### config.mk
export PLATFORM = sky130hd
export DESIGN_NAME = lstm_seq_ctrl_flat
export DESIGN_NICKNAME = d
export VERILOG_FILES = /design/src/rtl/lstm_seq_ctrl_pkg.sv /design/src/rtl/lstm_seq_ctrl_if.sv /design/src/rtl/lstm_seq_ctrl_watchdog.sv /design/src/rtl/lstm_seq_ctrl.sv /design/src/flat_wrapper.sv
export SDC_FILE = /design/constraint.sdc
export NUM_CORES = 1
export LEC_CHECK = 0
export ABC_AREA = 0
export BUFFER_PORTS_ARGS = -buffer_cell sky130_fd_sc_hd__buf_2
export CORE_AREA = 2 2 208 210
export CTS_BUF_LIST = sky130_fd_sc_hd__clkbuf_8
export CTS_CLUSTER_SIZE = 8
export DETAILED_ROUTE_END_ITERATION = 12
export DIE_AREA = 0 0 210 212
export GPL_TIMING_DRIVEN = 0
export PLACE_DENSITY = 0.64
export SLEW_MARGIN = 15
export SYNTH_ARGS = -nofsm -noshare
export SYNTH_HDL_FRONTEND = slang
export SYNTH_SLANG_ARGS = --single-unit
### constraint.sdc
create_clock -name clk -period 2 [get_ports clk]
set_clock_uncertainty 0.15 [all_clocks]
set_input_delay 0.1 -clock clk [delete_from_list [all_inputs] [get_ports clk]]
set_output_delay 0.1 -clock clk [all_outputs]
set_load 0.02 [all_outputs]
### src/rtl/lstm_seq_ctrl_pkg.sv
// Shared types and default sizing for the LSTM sequence controller and its cell.
// Latency: n/a (package only).
// Backpressure: n/a (package only).
package lstm_seq_ctrl_pkg;

   localparam int DEF_INPUT_SIZE  = 2;
   localparam int DEF_HIDDEN_SIZE = 2;
   localparam int DEF_DATA_WIDTH  = 32;
   localparam int DEF_MAX_STEPS   = 255;
   localparam int DEF_TIMEOUT     = 1023;

   // One-hot so each state decode is a single flop bit.
   typedef enum logic [4:0] {
      S_IDLE  = 5'b00001,
      S_START = 5'b00010,
      S_WAIT  = 5'b00100,
      S_OUT   = 5'b01000,
      S_ERR   = 5'b10000
   } seq_state_t;

   // Bits needed to hold the values 0..max_val (at least one bit).
   function automatic int cnt_width(input int max_val);
      return (max_val < 2) ? 1 : $clog2(max_val + 1);
   endfunction

endpackage

### src/rtl/lstm_seq_ctrl_if.sv
// Bundles the input stream, lstm_cell handshake and output stream of the sequence controller.
// Latency: n/a (wires only).
// Backpressure: in_valid/in_ready and out_valid/out_ready; the cell side is start/done.
// Ports: master = controller side, slave = upstream/cell/downstream side.
interface lstm_seq_ctrl_if
   import lstm_seq_ctrl_pkg::*;
#(
   parameter int INPUT_SIZE  = DEF_INPUT_SIZE,
   parameter int HIDDEN_SIZE = DEF_HIDDEN_SIZE,
   parameter int DATA_WIDTH  = DEF_DATA_WIDTH
);
   // input stream
   logic                                   in_valid;
   logic                                   in_ready;
   logic [INPUT_SIZE-1:0][DATA_WIDTH-1:0]  in_x;
   logic                                   in_last;
   // lstm_cell handshake
   logic                                   cell_start;
   logic                                   cell_done;
   logic [INPUT_SIZE-1:0][DATA_WIDTH-1:0]  cell_x;
   logic [HIDDEN_SIZE-1:0][DATA_WIDTH-1:0] cell_h_prev;
   logic [HIDDEN_SIZE-1:0][DATA_WIDTH-1:0] cell_c_prev;
   logic [HIDDEN_SIZE-1:0][DATA_WIDTH-1:0] cell_h;
   logic [HIDDEN_SIZE-1:0][DATA_WIDTH-1:0] cell_c;
   // output stream
   logic                                   out_valid;
   logic                                   out_ready;
   logic [HIDDEN_SIZE-1:0][DATA_WIDTH-1:0] out_h;
   logic [HIDDEN_SIZE-1:0][DATA_WIDTH-1:0] out_c;

   modport master (
      input  in_valid, in_x, in_last,
      output in_ready,
      output cell_start, cell_x, cell_h_prev, cell_c_prev,
      input  cell_done, cell_h, cell_c,
      output out_valid, out_h, out_c,
      input  out_ready
   );

   modport slave (
      output in_valid, in_x, in_last,
      input  in_ready,
      input  cell_start, cell_x, cell_h_prev, cell_c_prev,
      output cell_done, cell_h, cell_c,
      input  out_valid, out_h, out_c,
      output out_ready
   );

endinterface

### src/rtl/lstm_seq_ctrl_watchdog.sv
// Cycle watchdog: counts enabled cycles since the last clear and flags the LIMIT-th one.
// Latency: expired is combinational on the cycle the LIMIT-th enabled cycle is reached.
// Backpressure: none.
// Ports: clk, rst_n (sync, active-low), clr (restart count), en (count this cycle), expired.
module lstm_seq_ctrl_watchdog
   import lstm_seq_ctrl_pkg::*;
#(
   parameter int LIMIT = DEF_TIMEOUT
) (
   input  logic clk,
   input  logic rst_n,
   input  logic clr,
   input  logic en,
   output logic expired
);
   localparam int CW = cnt_width(LIMIT);

   logic [CW-1:0] cnt;

   always_ff @(posedge clk) begin
      if (!rst_n) begin
         cnt <= '0;
      end else if (clr) begin
         cnt <= '0;
      end else if (en && (cnt != CW'(LIMIT))) begin
         cnt <= cnt + 1'b1;
      end
   end

   // cnt holds the number of enabled cycles already elapsed, so this is the LIMIT-th one.
   assign expired = en && (cnt == CW'(LIMIT - 1));

endmodule

### src/rtl/lstm_seq_ctrl.sv
// Sequences one x vector per timestep into lstm_cell, recirculates h/c, emits final h/c.
// Latency: accept -> cell_start next cycle; cell_done -> in_ready (or out_valid) next cycle.
// Backpressure: in_ready only in idle; out_valid holds until out_ready; a hung cell locks to error.
// Ports: clk, rst_n (sync, active-low), bus (master modport of lstm_seq_ctrl_if),
//        step_cnt (saturating steps this sequence), err_timeout (sticky watchdog error).
module lstm_seq_ctrl
   import lstm_seq_ctrl_pkg::*;
#(
   parameter int INPUT_SIZE  = DEF_INPUT_SIZE,
   parameter int HIDDEN_SIZE = DEF_HIDDEN_SIZE,
   parameter int DATA_WIDTH  = DEF_DATA_WIDTH,
   parameter int MAX_STEPS   = DEF_MAX_STEPS,
   parameter int TIMEOUT     = DEF_TIMEOUT
) (
   input  logic                             clk,
   input  logic                             rst_n,
   lstm_seq_ctrl_if.master                  bus,
   output logic [$clog2(MAX_STEPS+1)-1:0]   step_cnt,
   output logic                             err_timeout
);
   localparam int SCW = $clog2(MAX_STEPS + 1);

   seq_state_t state, state_n;

   logic [INPUT_SIZE-1:0][DATA_WIDTH-1:0]  x_q;
   logic [HIDDEN_SIZE-1:0][DATA_WIDTH-1:0] h_prev_q, c_prev_q, out_h_q, out_c_q;
   logic                                   last_r;
   logic                                   wd_clr, wd_en, wd_expired;

   lstm_seq_ctrl_watchdog #(.LIMIT(TIMEOUT)) u_watchdog (
      .clk     (clk),
      .rst_n   (rst_n),
      .clr     (wd_clr),
      .en      (wd_en),
      .expired (wd_expired)
   );

   always_ff @(posedge clk) begin
      if (!rst_n) state <= S_IDLE;
      else        state <= state_n;
   end

   always_comb begin
      state_n        = state;
      bus.in_ready   = 1'b0;
      bus.cell_start = 1'b0;
      bus.out_valid  = 1'b0;
      wd_clr         = 1'b0;
      wd_en          = 1'b0;
      unique case (state)
         S_IDLE: begin
            bus.in_ready = 1'b1;
            if (bus.in_valid) state_n = S_START;
         end
         S_START: begin
            bus.cell_start = 1'b1;
            wd_clr         = 1'b1;
            state_n        = S_WAIT;
         end
         S_WAIT: begin
            wd_en = 1'b1;
            // A done arriving on the expiry cycle still wins.
            if (bus.cell_done)   state_n = last_r ? S_OUT : S_IDLE;
            else if (wd_expired) state_n = S_ERR;
         end
         S_OUT: begin
            bus.out_valid = 1'b1;
            if (bus.out_ready) state_n = S_IDLE;
         end
         S_ERR: begin
            state_n = S_ERR;
         end
         default: state_n = S_IDLE;
      endcase
   end

   always_ff @(posedge clk) begin
      if (!rst_n) begin
         x_q         <= '0;
         h_prev_q    <= '0;
         c_prev_q    <= '0;
         out_h_q     <= '0;
         out_c_q     <= '0;
         last_r      <= 1'b0;
         step_cnt    <= '0;
         err_timeout <= 1'b0;
      end else begin
         if ((state == S_IDLE) && bus.in_valid) begin
            x_q    <= bus.in_x;
            last_r <= bus.in_last;
         end
         if ((state == S_WAIT) && bus.cell_done) begin
            h_prev_q <= bus.cell_h;
            c_prev_q <= bus.cell_c;
            if (step_cnt != SCW'(MAX_STEPS)) step_cnt <= step_cnt + 1'b1;
            if (last_r) begin
               out_h_q <= bus.cell_h;
               out_c_q <= bus.cell_c;
            end
         end
         if ((state == S_WAIT) && !bus.cell_done && wd_expired) begin
            err_timeout <= 1'b1;
         end
         // Sequence handed off: the next one starts from zero recurrent state.
         if ((state == S_OUT) && bus.out_ready) begin
            h_prev_q <= '0;
            c_prev_q <= '0;
            step_cnt <= '0;
         end
      end
   end

   assign bus.cell_x      = x_q;
   assign bus.cell_h_prev = h_prev_q;
   assign bus.cell_c_prev = c_prev_q;
   assign bus.out_h       = out_h_q;
   assign bus.out_c       = out_c_q;

endmodule

### src/flat_wrapper.sv
// flat-port wrapper written by rule: the top's interface ports become plain ports
module lstm_seq_ctrl_flat import lstm_seq_ctrl_pkg::*;
#(
   parameter int INPUT_SIZE  = DEF_INPUT_SIZE,
   parameter int HIDDEN_SIZE = DEF_HIDDEN_SIZE,
   parameter int DATA_WIDTH  = DEF_DATA_WIDTH,
   parameter int MAX_STEPS   = DEF_MAX_STEPS,
   parameter int TIMEOUT     = DEF_TIMEOUT
)
  (clk, rst_n, step_cnt, err_timeout, bus_in_valid, bus_in_x, bus_in_last, bus_in_ready, bus_cell_start, bus_cell_x, bus_cell_h_prev, bus_cell_c_prev, bus_cell_done, bus_cell_h, bus_cell_c, bus_out_valid, bus_out_h, bus_out_c, bus_out_ready);
  lstm_seq_ctrl_if #(.INPUT_SIZE(INPUT_SIZE), .HIDDEN_SIZE(HIDDEN_SIZE), .DATA_WIDTH(DATA_WIDTH)) bus_i ();
  input  logic clk;
  input  logic rst_n;
  output logic [$clog2(MAX_STEPS+1)-1:0] step_cnt;
  output logic err_timeout;
  input wire logic [$bits(bus_i.in_valid)-1:0] bus_in_valid;
  input wire logic [$bits(bus_i.in_x)-1:0] bus_in_x;
  input wire logic [$bits(bus_i.in_last)-1:0] bus_in_last;
  output wire logic [$bits(bus_i.in_ready)-1:0] bus_in_ready;
  output wire logic [$bits(bus_i.cell_start)-1:0] bus_cell_start;
  output wire logic [$bits(bus_i.cell_x)-1:0] bus_cell_x;
  output wire logic [$bits(bus_i.cell_h_prev)-1:0] bus_cell_h_prev;
  output wire logic [$bits(bus_i.cell_c_prev)-1:0] bus_cell_c_prev;
  input wire logic [$bits(bus_i.cell_done)-1:0] bus_cell_done;
  input wire logic [$bits(bus_i.cell_h)-1:0] bus_cell_h;
  input wire logic [$bits(bus_i.cell_c)-1:0] bus_cell_c;
  output wire logic [$bits(bus_i.out_valid)-1:0] bus_out_valid;
  output wire logic [$bits(bus_i.out_h)-1:0] bus_out_h;
  output wire logic [$bits(bus_i.out_c)-1:0] bus_out_c;
  input wire logic [$bits(bus_i.out_ready)-1:0] bus_out_ready;
  assign bus_i.in_valid = bus_in_valid;
  assign bus_i.in_x = bus_in_x;
  assign bus_i.in_last = bus_in_last;
  assign bus_in_ready = bus_i.in_ready;
  assign bus_cell_start = bus_i.cell_start;
  assign bus_cell_x = bus_i.cell_x;
  assign bus_cell_h_prev = bus_i.cell_h_prev;
  assign bus_cell_c_prev = bus_i.cell_c_prev;
  assign bus_i.cell_done = bus_cell_done;
  assign bus_i.cell_h = bus_cell_h;
  assign bus_i.cell_c = bus_cell_c;
  assign bus_out_valid = bus_i.out_valid;
  assign bus_out_h = bus_i.out_h;
  assign bus_out_c = bus_i.out_c;
  assign bus_i.out_ready = bus_out_ready;
  lstm_seq_ctrl #(.INPUT_SIZE(INPUT_SIZE), .HIDDEN_SIZE(HIDDEN_SIZE), .DATA_WIDTH(DATA_WIDTH), .MAX_STEPS(MAX_STEPS), .TIMEOUT(TIMEOUT)) u_core (.clk(clk), .rst_n(rst_n), .bus(bus_i), .step_cnt(step_cnt), .err_timeout(err_timeout));
endmodule
==> results of run 1 <==
flip-flops by register name (all words and copies together), names as in the netlist:
register / cells
u_core.bus.cell_h_prev: 64
u_core.state: 5
u_core.last_r: 1
u_core.bus.out_h: 64
u_core.bus.cell_x: 64
u_core.u_watchdog.cnt: 10
u_core.bus.out_c: 64
u_core.bus.cell_c_prev: 64
u_core.err_timeout: 1
u_core.step_cnt: 8
per-stage QoR:
stage	setup slack [ns]	area [sq um]	hold slack, ns	util
finish	0.00577	19300	0.0896	0.454
global route	-0.0988	19300	0.0589	0.454
CTS	-0.0114	19100	0.0193	0.448
detailed placement	-1.09	15500	0.195	0.366
global placement	-1.05	15500	0.191	0.366
floorplan	0.0715	12200	0.0834	-
cell usage after synthesis, drive strengths merged (3+ instances only):
cell type / instances
nand2b: 3
buf: 44
o311a: 3
a21oi: 338
o21ai: 8
and4: 3
o41ai: 3
dfxtp: 345
nand3: 9
clkbuf: 66
nand2: 652
nand4: 4
ha: 3
nor2: 5
or3: 7
nor3: 6
o31ai: 6
or4: 7
inv: 11
and3: 5
worst paths after layout:
| check | start | depth (start not counted) | end |
|---|---|---|---|
| worst max register to register | u_core.state[4] | 8 | u_core.bus.out_h[20] |
| worst max-delay path | u_core.state[4] | 5 | bus_cell_start |
| worst min register to register | u_core.bus.cell_c_prev[18] | 2 | u_core.bus.cell_c_prev[18] |
| worst min-delay path | bus_in_x[59] | 4 | u_core.bus.cell_x[59] |
where the power goes:
part	switching [mW]	internal (mW)
clock network	2.99	3.42
registers	0.291	7.30
logic	2.15	1.45
total	5.43	12.2
final cells by class:
| class | instances | area, sq um | share of cell area |
|---|---|---|---|
| sequential | 345 | 6920 | 0.358 |
| multi-input combinational | 1083 | 4910 | 0.254 |
| timing repair buffer | 743 | 4840 | 0.251 |
| clock buffer | 73 | 1000 | 0.0520 |
| buffer | 106 | 733 | 0.0380 |
| tap | 546 | 683 | 0.0354 |
| clock inverter | 35 | 185 | 0.00959 |
| inverter | 11 | 41.3 | 0.00214 |
| antenna | 1 | 2.50 | 0.000130 |
layout by cell type (no fill, tap or decap), drive strengths merged, types with 3 or more instances in the layout:
master       Yosys  routed
nand2          652     652
buf             44     591
dfxtp          345     345
a21oi          338     338
dlygate4sd3      0     197
clkbuf          66     134
inv             11      41
nand3            9       9
o21ai            8       8
or4              7       7
or3              7       7
o31ai            6       6
nor3             6       6
nor2             5       5
and3             5       5
nand4            4       4
and4             3       3
nand2b           3       3
ha               3       3
o41ai            3       3
o311a            3       3
worst reg2reg max path: cells and delay by family, from the launching register on:
family	cells	cell delay (ns)
simple gates	3	0.56
buf+inv	4	0.69
flops	1	0.37
compound gates	1	0.06
cell families after synthesis:
family | share of synthesized area
and+or+nand+nor | 0.233
AOI/OAI and AO/OA | 0.156
DFF | 0.566
buffers and inverters | 0.0420
adders and majority gates | 0.00308
muxes | 0.000820
repair_timing:
action                                  4_1_cts  5_1_grt
buffers inserted                              8        6
hold endpoints to repair                    344        0
endpoints found under the setup margin      328      306
hold buffers                                198        0
resized for setup                            91       92
cloned                                        1        2
pin swaps                                     3        7
per-layer routing:
metal | vias up | GRT usage | part of all wire | routed length [um]
li1 | 6687 | - | - | -
met1 | 6428 | 0.246 | 0.39 | 20200
met2 | 659 | 0.383 | 0.49 | 25100
met3 | 132 | 0.0535 | 0.075 | 3860
met4 | 2 | 0.122 | 0.047 | 2410
met5 | - | 0 | 0.0021 | 107
==> run_results.csv, run 1 <==
group,metric,value,unit
finish,syn_to_final_growth,58.2,%
clocking,cts_root_buf,"clkbuf_8",
clocking,cts_sinks,345,
global_routing,grt_max_degree,20,
detailed_routing,drt_iter0_drc,708,
timing,period_needed,1.99,ns
timing,finalSetupTns,0,ns
detailed_routing,ant_nets,0,
worst_setup_path,worst_setup_path_start_kind,"register",
clocking,htreeDepth,2,
worst_setup_path,r2r_slack,0.04,ns
worst_setup_path,crit_fanout,7,
global_routing,track_usage,0.219,
timing,fmax,501,MHz
job,max-cap-violations,0,
timing,rsz0062_at_grt,"true",
finish,stdcell_count,2943,
clocking,cts_made_buffers,59,
logic_synthesis,syn_area_per_cell,7.88,sq um
logic_synthesis,synthTopCellsByArea,"dfxtp_1 (57%), nand2_1 (20%), a21oi_1 (14%)",
finish,drive_gt1_frac,0.304,
floorplanning,initial_core_util,0.287,
power_and_ir_drop,p_leak,8.44,nW
floorplanning,die_h,212,um
global_routing,grt_pass1_vias,13700,
hold_path,hp-class,"in -> reg",
detailed_routing,drc_errors,0,
worst_setup_path,crit_top_cell,"buf_6",
detailed_routing,drtPass1Iterations,5,
timing,worst_pin_slew,0.786,ns
timing,post-route-period-util,0.997,
finish,finish.net_count,2550,
logic_synthesis,synthesis.area,12200,sq um
logic_synthesis,syn_inst,1549,
logic_synthesis,synth_top_flop_cell,"dfxtp_1",
worst_setup_path,worst_ep_required_time,1.75,ns
placement,place_inst,2624,
worst_setup_path,critical_path.max_stage_delay,0.37,ns
logic_synthesis,yosysTopAreaCellShare,0.566,
worst_setup_path,path_delay_family,"simple AND/OR/NAND/NOR gates",
worst_setup_path,path_cells,"nor3_4, buf_6, nand2_4, inv_2, buf_6",
floorplanning,die_width,210,um
worst_setup_path,path_buf_inv,3,
logic_synthesis,async_reset_ff_frac,0,
detailed_routing,wl_per_cell,17.6,um
floorplanning,io_pins,530,
detailed_routing,routed_wirelength,51700,um
logic_synthesis,yosysTopAreaCell,"dfxtp_1",
timing,finalMaxSlewViolations,0,
power_and_ir_drop,pwr_density_cell,911,nW/um^2
placement,gp_congestion,0.845,
finish,n_fill_cell,4098,
power_and_ir_drop,ir_drop,0.709,mV
timing,setup_viol,0,
clocking,clock_path_buffers,3,
floorplanning,dieArea,44500,sq um
floorplanning,rows,76,
global_routing,grt_pass1_wl,75600,um
clocking,clk_pin_slew,0.06,ns
placement,dp_hpwl,35800,um
global_routing,antenna_found_initial,1,
clocking,worstSkewPairLatency,0.65,ns
logic_synthesis,synth-edff-count,0,
logic_synthesis,yosys_warnings,0,
worst_setup_path,critPathSlowestCell,"dfxtp_4",
logic_synthesis,synthesis.nets,1750,
status,outcome,"complete, no violations",
worst_setup_path,arrival,1.74,ns
clocking,cts_tree,"done",
logic_synthesis,ys_seq_area_frac,0.566,
logic_synthesis,synth-seq-cells,345,
global_routing,overflow,0,
detailed_routing,vias,13900,
detailed_routing,viasPerCell,4.73,
timing,slew_headroom,0.476,
logic_synthesis,post_synth_num_cell_types,43,
worst_setup_path,path_class,"reg -> out",
placement,io_buffers,529,
timing,hold_viol,0,
power_and_ir_drop,total_power,17.6,mW
floorplanning,core_area,42500,sq um
worst_setup_path,end_kind,"primary output",
(Power assumes the default switching activity.)
==> inputs of run 2 (changes only) <==
--- a/config.mk
+++ b/config.mk
@@ -7,11 +7,11 @@
 export LEC_CHECK = 0
 export ABC_AREA = 0
 export BUFFER_PORTS_ARGS = -buffer_cell sky130_fd_sc_hd__buf_2
-export CORE_AREA = 2 2 208 210
+export CORE_AREA = 2 2 203 205
 export CTS_BUF_LIST = sky130_fd_sc_hd__clkbuf_8
 export CTS_CLUSTER_SIZE = 8
 export DETAILED_ROUTE_END_ITERATION = 12
-export DIE_AREA = 0 0 210 212
+export DIE_AREA = 0 0 205 207
 export GPL_TIMING_DRIVEN = 0
 export PLACE_DENSITY = 0.64
 export SLEW_MARGIN = 15
==> constraint.sdc (replaced) <==
create_clock -name clk -period 2.15 [get_ports clk]
set_clock_uncertainty 0.15 [all_clocks]
set_input_delay 0.1075 -clock clk [delete_from_list [all_inputs] [get_ports clk]]
set_output_delay 0.1075 -clock clk [all_outputs]
set_load 0.02 [all_outputs]
==> run 2 against run 1 <==
Against the previous run:
- sequential power down 7.4%
- via count down 0.73%
- largest power group unchanged
- highest routed layer unchanged
- first-iteration DRC count up 7.2%
==> run_results.csv, run 2 (synthesis results as in run 1) <==
group,metric,value,unit
finish,syn_to_final_growth,54.2,%
detailed_routing,drc_errors,0,
detailed_routing,vias,13800,
detailed_routing,viasPerCell,4.73,
worst_setup_path,cp.depth,8,
timing,finalMaxSlewViolations,0,
global_routing,grt_pass1_vias,13700,
finish,drive_gt1_frac,0.294,
clocking,clock_path_buffers,3,
floorplanning,die_h,207,um
clocking,cts_root_buf,"clkbuf_8",
worst_setup_path,critical_path.max_stage_delay,0.37,ns
worst_setup_path,end_kind,"register",
finish,stdcell_count,2916,
global_routing,overflow,0,
detailed_routing,routed_wirelength,49900,um
clocking,clk_pin_slew,0.07,ns
finish,mostFrequentLayoutCell,"nand2_1",
floorplanning,rows,74,
worst_setup_path,path_class,"reg -> reg",
clocking,cts_tree,"done",
global_routing,grt_max_degree,15,
clocking,worstSkewPairLatency,0.62,ns
global_routing,grt_pass1_wl,74600,um
detailed_routing,drt_iter0_drc,759,
worst_setup_path,r2r_end,"u_core.step_cnt[5]",
floorplanning,io_pins,530,
finish,diodes,0,
timing,hold_viol,0,
hold_path,hold_depth,4,
timing,period_needed,2.05,ns
placement,io_buffers,529,
detailed_routing,wl_per_cell,17.1,um
placement,pre_cts_ws,-0.981,ns
worst_setup_path,worst_setup_path_start_kind,"register",
timing,fin_ws,0.0970,ns
timing,slew_headroom,0.462,
floorplanning,dieArea,42400,sq um
timing,finalSetupTns,0,ns
worst_setup_path,worst_ep_required_time,2.49,ns
finish,finish.net_count,2541,
timing,fmax,487,MHz
global_routing,antenna_found_initial,2,
placement,gp_congestion,0.890,
worst_setup_path,path_cells,"clkbuf_4, nor3_4, buf_4, nand3_2, buf_6, clkbuf_8, o41ai_1, a21oi_1",
timing,worst_pin_slew,0.806,ns
worst_setup_path,endpoint,"u_core.step_cnt[5]",
worst_setup_path,path_delay_family,"buffers and inverters",
power_and_ir_drop,pwr_density_cell,835,nW/um^2
worst_setup_path,rr_worst_depth,8,
timing,rsz0062_at_grt,"true",
power_and_ir_drop,ir_drop,0.713,mV
floorplanning,initial_core_util,0.302,
detailed_routing,ant_nets,0,
worst_setup_path,critPathSlowestCell,"o41ai_1",
timing,setup_viol,0,
placement,dp_hpwl,35400,um
clocking,htreeDepth,2,
worst_setup_path,crit_start,"u_core.state[0]",
clocking,cts_made_buffers,57,
placement,place_inst,2610,
worst_setup_path,crit_fanout,10,
job,max-cap-violations,0,
power_and_ir_drop,total_power,15.7,mW
status,outcome,"complete, no violations",
worst_setup_path,path_buf_inv,4,
floorplanning,core_area,40400,sq um
worst_setup_path,r2r_slack,0.1,ns
detailed_routing,drtPass1Iterations,7,
worst_setup_path,r2r_start,"u_core.state[0]",
floorplanning,die_width,205,um
worst_setup_path,arrival,2.39,ns
global_routing,track_usage,0.225,
finish,final_cell_mix,"nand2_1 (652), buf_2 (551), dfxtp_1 (343)",
clocking,cts_sinks,345,
hold_path,hp-class,"in -> reg",
power_and_ir_drop,p_leak,8.26,nW
timing,post-route-period-util,0.955,
## run 2: cell count changes in the layout (fill, tap and decap cells not counted), moves of 3 or more
cell,previous run,this run
nand2_1,649,652
clkinv_2,2,8
buf_6,14,3
clkbuf_1,29,34
buf_2,538,551
dfxtp_1,340,343
buf_4,29,14
clkbuf_4,18,12
clkbuf_8,73,70
clkbuf_2,12,25
buf_12,6,0
## run 2: final cells by class
type	count	area, sq um
clock buffers	68	936
fillers	3915	21500
flip-flops and latches	345	6910
well taps	532	666
inverters	11	41.3
clock inverters	35	149
repair buffers	733	4670
multi-input cells	1083	4830
plain buffers	109	608
## run 2: what timing repair did
action                                  4_1_cts  5_1_grt
pin swaps                                     3        3
hold endpoints to repair                    342        0
endpoints found under the setup margin      302      309
gates cloned                                  0        0
buffers inserted                              3        3
hold buffers                                198        0
resized for setup                            40       58
## run 2: layer usage
| layer | GRT usage | up-vias | wire length (um) |
|---|---|---|---|
| li1 | - | 6665 | - |
| met1 | 0.247 | 6373 | 19200 |
| met2 | 0.389 | 623 | 24000 |
| met3 | 0.0587 | 143 | 4150 |
| met4 | 0.128 | 2 | 2640 |
| met5 | 0 | - | 13 |
## run 2: metrics by stage
| step | area, sq um | util | hold slack (ns) |
|---|---|---|---|
| 6_report | 18800 | 0.466 | 0.126 |
| 5_1_grt | 18800 | 0.466 | 0.101 |
| 4_1_cts | 18700 | 0.464 | 0.0562 |
| 3_5_place_dp | 15500 | 0.384 | 0.204 |
| 3_3_place_gp | 15500 | 0.384 | 0.201 |
| 2_1_floorplan | 12200 | - | 0.0909 |
## run 2: how the worst min path moves through the flow
stage / from / to / slack (ns)
2_1_floorplan: rst_n / u_core.state[4] / 0.09
3_3_place_gp: bus_in_x[24] / u_core.bus.cell_x[24] / 0.20
3_5_place_dp: bus_in_x[62] / u_core.bus.cell_x[62] / 0.20
4_1_cts: bus_in_x[27] / u_core.bus.cell_x[27] / 0.06
5_1_grt: bus_cell_h[46] / u_core.bus.cell_h_prev[46] / 0.10
6_report: bus_in_x[4] / u_core.bus.cell_x[4] / 0.13
## run 2: power breakdown
part           leakage [nW]  internal, mW  switching (mW)
clock                 0.654          2.85            2.64
combinational          4.82          1.21            1.98
sequential             2.79          6.78           0.242
total                  8.26          10.8            4.86
## run 2: worst register-to-register path: stages (launching register included)
cell	delay, ns
dfxtp_1	0.30
clkbuf_4	0.17
nor3_4	0.18
buf_4	0.16
nand3_2	0.09
buf_6	0.19
clkbuf_8	0.21
o41ai_1	0.38
a21oi_1	0.10
